[src/rtl/exec_stage_ctrl_pkg.sv]
// Shared CPU definitions for the execute-stage controller: FSM states,
// opcode field layout and the default multi-cycle occupancy.
package exec_stage_ctrl_pkg;

    typedef enum logic {
        ST_RUN   = 1'b0,
        ST_MULTI = 1'b1
    } exec_state_e;

    localparam int OP_MULTI_BIT      = 4;
    localparam int MC_CYCLES_DEFAULT = 4;
    localparam int REG_IDX_W         = 3;

    function automatic logic is_multi_op(input logic [4:0] opcode);
        return opcode[OP_MULTI_BIT];
    endfunction

endpackage

[src/rtl/exec_scoreboard.sv]
// Pending-write scoreboard: one bit per register, set on issue, cleared on
// write-back or when a flushed writer is killed; write-back bypasses the hazard.
module exec_scoreboard
    import exec_stage_ctrl_pkg::*;
#(
    parameter int NREGS = 8
) (
    input  logic                 clk,
    input  logic                 rst_n,
    input  logic [REG_IDX_W-1:0] chk_src1,
    input  logic [REG_IDX_W-1:0] chk_src2,
    input  logic [REG_IDX_W-1:0] chk_dst,
    input  logic                 chk_writes,
    input  logic                 set_en,
    input  logic [REG_IDX_W-1:0] set_idx,
    input  logic                 clr_en,
    input  logic [REG_IDX_W-1:0] clr_idx,
    input  logic                 kill_en,
    input  logic [REG_IDX_W-1:0] kill_idx,
    output logic                 hazard
);

    logic [NREGS-1:0] pending_q;
    logic [NREGS-1:0] pending_d;
    logic [NREGS-1:0] set_mask;
    logic [NREGS-1:0] clr_mask;
    logic [NREGS-1:0] kill_mask;
    logic [NREGS-1:0] need_mask;

    for (genvar gi = 0; gi < NREGS; gi++) begin : g_bit
        assign set_mask[gi]  = set_en  && (set_idx  == REG_IDX_W'(gi));
        assign clr_mask[gi]  = clr_en  && (clr_idx  == REG_IDX_W'(gi));
        assign kill_mask[gi] = kill_en && (kill_idx == REG_IDX_W'(gi));
        assign need_mask[gi] = (chk_src1 == REG_IDX_W'(gi)) ||
                               (chk_src2 == REG_IDX_W'(gi)) ||
                               (chk_writes && (chk_dst == REG_IDX_W'(gi)));
    end

    // A register retiring this very cycle no longer blocks the reader.
    assign hazard = |(pending_q & ~clr_mask & need_mask);

    always_comb begin
        pending_d = (pending_q & ~clr_mask & ~kill_mask) | set_mask;
    end

    always_ff @(posedge clk or negedge rst_n) begin
        if (!rst_n) begin
            pending_q <= '0;
        end else begin
            pending_q <= pending_d;
        end
    end

endmodule

[src/rtl/exec_stage_ctrl.sv]
// Execute-stage issue controller: hazard-gated issue from decode, a RUN/MULTI
// FSM that freezes the execute register for multi-cycle vector ops, and flush.
module exec_stage_ctrl
    import exec_stage_ctrl_pkg::*;
#(
    parameter int MC_CYCLES = MC_CYCLES_DEFAULT,  // legal 2..15
    parameter int NREGS     = 8
) (
    input  logic                 clk,
    input  logic                 rst_n,
    input  logic                 id_valid,
    input  logic [4:0]           id_opcode,
    input  logic [REG_IDX_W-1:0] id_src1,
    input  logic [REG_IDX_W-1:0] id_src2,
    input  logic [REG_IDX_W-1:0] id_dst,
    input  logic                 id_writes,
    input  logic                 wb_valid,
    input  logic [REG_IDX_W-1:0] wb_reg,
    input  logic                 flush,
    output logic                 ex_en,
    output logic                 ex_valid,
    output logic                 id_ready,
    output logic                 stall,
    output logic                 busy
);

    localparam logic [3:0] CNT_LOAD = 4'(MC_CYCLES - 1);

    exec_state_e          state_q, state_d;
    logic [3:0]           cnt_q, cnt_d;
    logic                 ex_valid_q, ex_valid_d;
    logic [REG_IDX_W-1:0] ex_dst_q, ex_dst_d;
    logic                 ex_writes_q, ex_writes_d;
    logic                 hazard;
    logic                 issue;
    logic                 unused_opcode_bits;

    assign unused_opcode_bits = ^id_opcode[3:0];

    exec_scoreboard #(
        .NREGS (NREGS)
    ) u_sb (
        .clk        (clk),
        .rst_n      (rst_n),
        .chk_src1   (id_src1),
        .chk_src2   (id_src2),
        .chk_dst    (id_dst),
        .chk_writes (id_writes),
        .set_en     (issue && id_writes),
        .set_idx    (id_dst),
        .clr_en     (wb_valid),
        .clr_idx    (wb_reg),
        .kill_en    (flush && ex_valid_q && ex_writes_q),
        .kill_idx   (ex_dst_q),
        .hazard     (hazard)
    );

    assign issue    = id_valid && !hazard && (state_q == ST_RUN) && !flush;
    assign id_ready = issue;
    assign stall    = id_valid && !issue;
    assign ex_en    = (state_q == ST_RUN);
    assign busy     = (state_q == ST_MULTI);
    assign ex_valid = ex_valid_q;

    always_comb begin
        state_d     = state_q;
        cnt_d       = cnt_q;
        ex_valid_d  = ex_valid_q;
        ex_dst_d    = ex_dst_q;
        ex_writes_d = ex_writes_q;
        if (flush) begin
            state_d     = ST_RUN;
            cnt_d       = '0;
            ex_valid_d  = 1'b0;
            ex_writes_d = 1'b0;
        end else if (state_q == ST_MULTI) begin
            // The final occupancy cycle is the first RUN cycle, hence exit at 1.
            if (cnt_q <= 4'd1) begin
                state_d = ST_RUN;
                cnt_d   = '0;
            end else begin
                cnt_d = cnt_q - 4'd1;
            end
        end else begin
            ex_valid_d  = issue;
            ex_writes_d = issue && id_writes;
            if (issue) begin
                ex_dst_d = id_dst;
                if (is_multi_op(id_opcode)) begin
                    state_d = ST_MULTI;
                    cnt_d   = CNT_LOAD;
                end
            end
        end
    end

    always_ff @(posedge clk or negedge rst_n) begin
        if (!rst_n) begin
            state_q     <= ST_RUN;
            cnt_q       <= '0;
            ex_valid_q  <= 1'b0;
            ex_dst_q    <= '0;
            ex_writes_q <= 1'b0;
        end else begin
            state_q     <= state_d;
            cnt_q       <= cnt_d;
            ex_valid_q  <= ex_valid_d;
            ex_dst_q    <= ex_dst_d;
            ex_writes_q <= ex_writes_d;
        end
    end

endmodule

[config.mk]
export PLATFORM = sky130hd
export DESIGN_NAME = exec_stage_ctrl
export DESIGN_NICKNAME = d
export VERILOG_FILES = /design/src/rtl/exec_stage_ctrl_pkg.sv /design/src/rtl/exec_scoreboard.sv /design/src/rtl/exec_stage_ctrl.sv
export SDC_FILE = /design/constraint.sdc
export NUM_CORES = 1
export LEC_CHECK = 0
export CAP_MARGIN = 40
export CORE_UTILIZATION = 35
export DETAILED_ROUTE_END_ITERATION = 8
export DONT_BUFFER_PORTS = 1
export SLEW_MARGIN = 0
export SYNTH_ARGS = -nofsm -noshare
export SYNTH_HDL_FRONTEND = slang
export SYNTH_SLANG_ARGS = --single-unit
[constraint.sdc]
create_clock -name clk -period 4.7 [get_ports clk]
set_input_delay 0.94 -clock clk [delete_from_list [all_inputs] [get_ports clk]]
set_output_delay 0.94 -clock clk [all_outputs]
set_load 0.005 [all_outputs]
Word-level counts from Yosys, hierarchy flattened
Cells that the tools add are included.

Reductions and logical operators: 68. Add/sub/neg operators: 1. Magnitude comparators: 1. Bitwise logic cells: 8. Multiplexer cells: 14. Equality and inequality tests: 36.

Operators by type and width (number): $eq A3 B3 Y1 const B (20); $logic_and A1 B1 Y1 (39); $eq A3 B2 Y1 const B (10); $and A8 B8 Y8 (3); $mux W4 (5); $logic_or A1 B1 Y1 (16); $not A8 Y8 (2); $eq A3 B1 Y1 const B (5); $logic_not A3 Y1 (5); $mux W1 (9); $or A8 B8 Y8 (1); $reduce_or A8 Y1 (1); $reduce_bool A3 Y1 (2); $le A4 B1 Y1 const B (1); $sub A4 B1 Y4 const B (1); $logic_not A1 Y1 (3); $reduce_and A3 Y1 (1); $ne A2 B2 Y1 const B (1); $not A1 Y1 (2); $reduce_and A2 Y1 (1).

Register bits: 18. Word-level logic and storage cells: 134. Input bits: 23. Output and inout bits: 5.

Logic depth before layout (Yosys ltp)
Gate-level depths: netlist of the first run.

Depth in word-level cells: 13. Mapped depth: 8. Depth with buffers taken out: 7.

Modules after synthesis
From an unflattened synthesis of the first run, not the netlist that was laid out.

Cells, all modules: 133. Area total of the unflattened synthesis: 1192.4 sq um.

Modules (own cells, without submodules): exec_scoreboard (area each 683.2 sq um, instances 1, cells an instance 87, seq. area each 200.2 sq um); exec_stage_ctrl (area each 509.2 sq um, instances 1, cells an instance 46, seq. area each 250.2 sq um).

Worst setup path after synthesis of the first run
No wires, ideal clock.

Kind: in2out. Start: input wb_reg[1]. End: output id_ready. Arrival: 2.498 ns. Buffers on the path: 2. Data required time: 3.760 ns. Stages: 7. Setup slack: 1.262 ns. Cells stage by stage: or4b_4 a21boi_2 o22ai_1 or4_4 buf_6 buf_6 inv_2.

Longest elaborated chain between the ends: 10. Elaborated cells between the ends (all ways): 24. Those cells by class: 7 x eq/ne; 3 x bitwise; 14 x reduce/logical.

Ends and longest elaborated chain: start, declared (line exec_stage_ctrl.sv:18) `input logic [REG_IDX_W-1:0] wb_reg,`; $eq A3 B1 Y1, or another cell as far along (line exec_scoreboard.sv:32) `assign clr_mask[gi] = clr_en && (clr_idx == REG_IDX_W'(gi));`; $logic_and A1 B1 Y1 (line exec_scoreboard.sv:32); $not A8 Y8 (*) (line exec_scoreboard.sv:40) `assign hazard = |(pending_q & ~clr_mask & need_mask);`; $and A8 B8 Y8 (*) (2 in a row) (line exec_scoreboard.sv:40); $reduce_or A8 Y1 (*) (line exec_scoreboard.sv:40); $logic_not A1 Y1 (*) (line exec_stage_ctrl.sv:58) `assign issue = id_valid && !hazard && (state_q == ST_RUN) && !flush;`; $logic_and A1 B1 Y1 (*) (3 in a row) (line exec_stage_ctrl.sv:58); end, declared (line exec_stage_ctrl.sv:22) `output logic id_ready,`.

Every way passes the cells marked *; elsewhere a longest branch is shown, timed or not.

Final worst setup path of the first run
Start: input wb_reg[1]. End: output stall.

Longest elaborated chain between the ends: 12. Elaborated cells between the ends (all ways): 26. Those cells by class: 7 x eq/ne; 3 x bitwise; 16 x reduce/logical.

Ends and longest elaborated chain: $eq A3 B1 Y1, or another cell as far along (line exec_scoreboard.sv:32); $logic_and A1 B1 Y1 (line exec_scoreboard.sv:32); $not A8 Y8 (*) (line exec_scoreboard.sv:40); $and A8 B8 Y8 (*) (2 in a row) (line exec_scoreboard.sv:40); $reduce_or A8 Y1 (*) (line exec_scoreboard.sv:40); $logic_not A1 Y1 (*) (line exec_stage_ctrl.sv:58); $logic_and A1 B1 Y1 (*) (3 in a row) (line exec_stage_ctrl.sv:58); $logic_not A1 Y1 (*) (line exec_stage_ctrl.sv:60) `assign stall = id_valid && !issue;`; $logic_and A1 B1 Y1 (*) (line exec_stage_ctrl.sv:60); end, declared (line exec_stage_ctrl.sv:23) `output logic stall,`.

Marks and branches as above.

==> results.cfg, run 1 <==
[cts]
cts.htree.levels = 1
cts_tree = done
clkTransAtPathRegs_ps = 60
clockRootBuffer = clkbuf_8
cts_setup_buffers = 0
cts_hold_buf = 0
postCtsResizedCells = 0
numClockSinks = 18
clock_latency_ps = 250
cts_made_buffers = 3
max-clock-path-buffers = 2

[timing]
setup_violations = 0
slew_violations = 0
skew_ps = 0.565
relSlewSlack_pct = 61.6
fin_crit_sh_pct = 75.6
tightest_slew_ps = 568
fmax_mhz = 282
finalHoldViolCount = 0
holdWs_ps = 380
finalSetupTns_ps = 0
finalCriticalPeriod_ps = 3550
rsz0062_at_grt = false

[worst_setup_path]
crit_path_end_kind = primary output
reg2regPathDepth = 4
worstReg2RegStart = busy
cp_data_required_time_ps = 3760
reg2reg_slack_ps = 2690
start_kind = input port
r2r_end = ex_dst_q[0]
crit_fanout = 16
arrival_ps = 2610
crit_type = input port to primary output

[floorplanning]
coreArea_um2 = 3440
start_util_pct = 37.6
die_area_um2 = 3940
core.rowCount = 21
io_pins = 28
fp.dieW_um = 62.8
die_y_um = 62.8

[power_and_ir_drop]
p_per_area_nw_per_um2 = 341
ir_drop_v = 0.000205
total_power_uw = 458
p_leak_nw = 0.520

[routing]
wl_per_cell_um = 16.0
drt-total-wl_um = 2980
vias_per_cell = 5.92
drcViolationCount = 0
vias = 1102
firstDrtPassIters = 4
drt_iter0_markers = 57
postRouteAntennaNets = 0

[finish]
fin_cells = 186
drive_gt1_share_pct = 7.14
layout.nets = 167
antennaDiodeCount = 0
finish.instance_area_um2 = 1350
areaGrowthSynthToFinish_pct = 3.97

[synth]
synth_edf_count = 0
async_flop_share_pct = 100
synth_nets = 169
postSynthAreaPerCell_um2 = 8.98
synth_top_area_share_pct = 34.8
yosys_most_used_dff = dfrtp_1
synth_cells = 144
synth_cell_types = 48
netlist.top_cell.by_area = dfrtp_1
synth_seq_cells = 18
synth_area_leaders = dfrtp_1 (35%), o21ai_1 (3.5%), mux2_4 (3.5%), nand4b_1 (3.4%), nor2_1 (2.9%)
synth_area_um2 = 1290
synth.yosys.seq_area_share_pct = 34.8
synth_warnings = 0

[grt]
antenna_found_initial = 0
use_met1_pct = 21.2
first_global_vias = 1057
use_met2_pct = 24.7
grt_first_pass_wirelength_um = 4890
met3_usage_pct = 5.11
grt.busiest_layer = met2
grt_max_degree = 19
grt_overflow = 0
track_usage_pct = 15.8

[min_path]
hold_class = input port to asynchronous set/reset pin

[outcome]
status = completed

[placement]
dpl.cell_count = 183
globalplace.congestion = 0.831
port_buffers = 0
placed_area_um2 = 1300
dp_hpwl_um = 2270

[job]
drv_cap = 0
-- cell type report --
| type | count | area, µm² |
|---|---|---|
| sequential | 18 | 450 |
| inverter | 9 | 33.8 |
| fill | 350 | 2100 |
| tap | 46 | 57.6 |
| multi-input combinational | 110 | 762 |
| clock buffer | 3 | 41.3 |
-- cells by family after synthesis --
group	after synthesis	share of synthesized area, %
muxes	3	3.48
and+or+nand+nor	65	33.1
buffers and inverters	16	6.29
DFF	18	34.8
adders and majority gates	2	1.93
AOI/OAI and AO/OA	40	20.4
-- critical path, cell delays in order --
cell	delay [ps]
or4b_4	530
a21boi_2	150
o22ai_1	120
or4_4	640
and2_1	230
-- routing by layer --
layer	wire, µm	up-vias
met3	147	4
met1	1430	531
met2	1380	26
met4	15	0
met5	0	-
li1	-	541
-- Yosys cell counts (3+ instances only) --
cell type,instances
a21oi_1,4
dfrtp_1,18
inv_1,7
mux2_4,3
nand2_1,9
nand2b_1,4
nand3_1,3
nand3b_1,3
nand4b_1,5
nor2_1,10
nor3_1,4
nor3b_1,4
o21ai_0,6
o21ai_1,9
o22ai_1,6
-- per-stage QoR --
stage | util [%] | worst slack, ps
CTS | 39.1 | 1150
global route | 39.1 | 1080
detailed placement | 37.9 | 1160
global placement | 37.9 | 1160
finish | 39.1 | 1150
floorplan | - | 1260
-- placed cells by master, fill, tap and decap left out, types with 3 or more instances in the layout --
cell type / n
nand2b_1: 4
nor3b_1: 4
nand2_1: 9
clkbuf_8: 3
mux2_4: 3
o22ai_1: 6
dfrtp_1: 18
o21ai_0: 6
nor2_1: 10
inv_1: 7
a21oi_1: 4
nor3_1: 4
o21ai_1: 9
nand4b_1: 5
nand3b_1: 3
nand3_1: 3
-- worst max-delay path by stage --
stage	start	endpoint
3_3_place_gp	wb_reg[1]	stall
2_1_floorplan	wb_reg[1]	id_ready
3_5_place_dp	wb_reg[1]	stall
6_report	wb_reg[1]	stall
5_1_grt	wb_reg[1]	stall
4_1_cts	wb_reg[1]	stall
-- sequential cells by signal, summed over array words and instances (netlist names) --
signal          count
busy                1
cnt_q               4
ex_dst_q            3
ex_valid            1
ex_writes_q         1
u_sb.pending_q      8
-- where the power goes --
part	internal (mW)	switching, mW
Sequential	0.191	0.0346
Combinational	0.0655	0.0630
Clock	0.0569	0.0475
Note: power is estimated with default switching activity, not from simulation.
==> run 2: changes to the inputs <==
==> constraint.sdc (replaced) <==
create_clock -name clk -period 2.93 [get_ports clk]
set_input_delay 0.586 -clock clk [delete_from_list [all_inputs] [get_ports clk]]
set_output_delay 0.586 -clock clk [all_outputs]
set_load 0.005 [all_outputs]
==> results.cfg, run 2 (synthesis gave the netlist of run 1 again) <==
[power_and_ir_drop]
p_leak_nw = 0.532
p_per_area_nw_per_um2 = 568
total_power_uw = 776
ir_drop_v = 0.000189

[timing]
slew_violations = 0
fmax_mhz = 371
relSlewSlack_pct = 60.5
rsz0062_at_grt = false
timing.final.ws_setup_ps = 237
setup_violations = 0
finalCriticalPeriod_ps = 2690
tightest_slew_ps = 584
skew_ps = 5.65
fin_crit_sh_pct = 91.9
finalHoldViolCount = 0
finalSetupTns_ps = 0

[worst_setup_path]
cp_data_required_time_ps = 2340
start_kind = input port
crit_fanout = 6
slowest_delay_ps = 540
crit_type = input port to primary output
crit_path_end_kind = primary output
reg2reg_slack_ps = 860
arrival_ps = 2110
cp_slowest_cell = or4b_4
crit_chain = or4b_4 -> a21boi_2 -> o22ai_1 -> or4_4 -> and2_1
worstReg2RegStart = busy
cp_num_cells = 5
crit_buf_inv = 0
crit_family = simple AND/OR/NAND/NOR gates
crit_start = wb_reg[1]
reg2regPathDepth = 5

[routing]
drt-total-wl_um = 3010
drcViolationCount = 0
firstDrtPassIters = 4
wl_per_cell_um = 16.0
vias = 1119
drt_iter0_markers = 41
vias_per_cell = 5.95
postRouteAntennaNets = 0

[floorplanning]
coreArea_um2 = 3440
die_area_um2 = 3940
io_pins = 28
fp.dieW_um = 62.8
die_y_um = 62.8
core.rowCount = 21
start_util_pct = 37.6

[finish]
finish.instance_area_um2 = 1370
num-fill-cells = 340
final_cell_mix = dfrtp_1 (18), nor2_1 (10), nand2_1 (9), o21ai_1 (9), inv_1 (7)
mostFrequentLayoutCell = dfrtp_1
layout.nets = 168
areaGrowthSynthToFinish_pct = 5.61
largest_reg_flops = 8
antennaDiodeCount = 0
top_regs = u_sb.pending_q: 8 flops, cnt_q: 4 flops, ex_dst_q: 3 flops
drive_gt1_share_pct = 8.45
top_register = u_sb.pending_q

[cts]
clkTransAtPathRegs_ps = 70
numClockSinks = 18
cts.htree.levels = 1
clockRootBuffer = clkbuf_8
clock_latency_ps = 260
cts_hold_buf = 0
cts_made_buffers = 3
cts_tree = done
postCtsResizedCells = 0
max-clock-path-buffers = 2
cts_setup_buffers = 0

[grt]
first_global_vias = 1095
grt_max_degree = 19
grt_overflow = 0
track_usage_pct = 16.5
grt_first_pass_wirelength_um = 5190
antenna_found_initial = 0

[placement]
placed_area_um2 = 1310
dp_hpwl_um = 2320
pre_cts_slack_ps = 238
port_buffers = 0
globalplace.congestion = 0.877

[min_path]
hold_class = input port to asynchronous set/reset pin

[outcome]
status = completed

[job]
drv_cap = 0
[run 2: worst paths after layout]
check                              end
setup / recovery                 stall
hold / removal             ex_dst_q[1]
setup reg to reg           ex_dst_q[0]
hold reg to reg            ex_writes_q
max in group asynchronous     cnt_q[3]
min in group clk           ex_writes_q
[run 2: per-stage QoR]
stage,utilization [%],std cells,hold WS (ps)
final,39.7,188,16.6
after global routing,39.7,188,10.5
after CTS,39.7,188,14.9
after detailed placement,38.1,184,291
after global placement,38.1,184,291
after floorplan,-,144,290
[run 2: cell type report]
| cell class | count | area, µm² | share of cell area [%] |
|---|---|---|---|
| multi-input cells | 110 | 762 | 55.8 |
| flip-flops and latches | 18 | 450 | 33.0 |
| well taps | 46 | 57.6 | 4.21 |
| clock buffers | 4 | 55.1 | 4.03 |
| inverters | 9 | 33.8 | 2.47 |
| repair buffers | 1 | 7.51 | 0.549 |
[run 2: worst reg2reg max path: cells and delay by family, from the launching register on]
kind	cells	cell delay [ps]
AND/OR/NAND/NOR	2	860
flip-flops	1	450
buffers and inverters	2	330
multiplexers	1	310
[run 2: power breakdown]
| group | total, mW | internal [mW] | switching, mW |
|---|---|---|---|
| logic | 0.208 | 0.108 | 0.101 |
| registers | 0.362 | 0.306 | 0.0562 |
| clock network | 0.206 | 0.119 | 0.0863 |
| total | 0.776 | 0.533 | 0.243 |
[run 2: routing by layer]
layer | vias to the layer above | track usage, % | routed length (µm)
met4 | 0 | 4.36 | 21
met3 | 4 | 2.74 | 150
met1 | 533 | 22.5 | 1430
met5 | - | 0 | 0
met2 | 34 | 26.9 | 1410
li1 | 548 | - | -
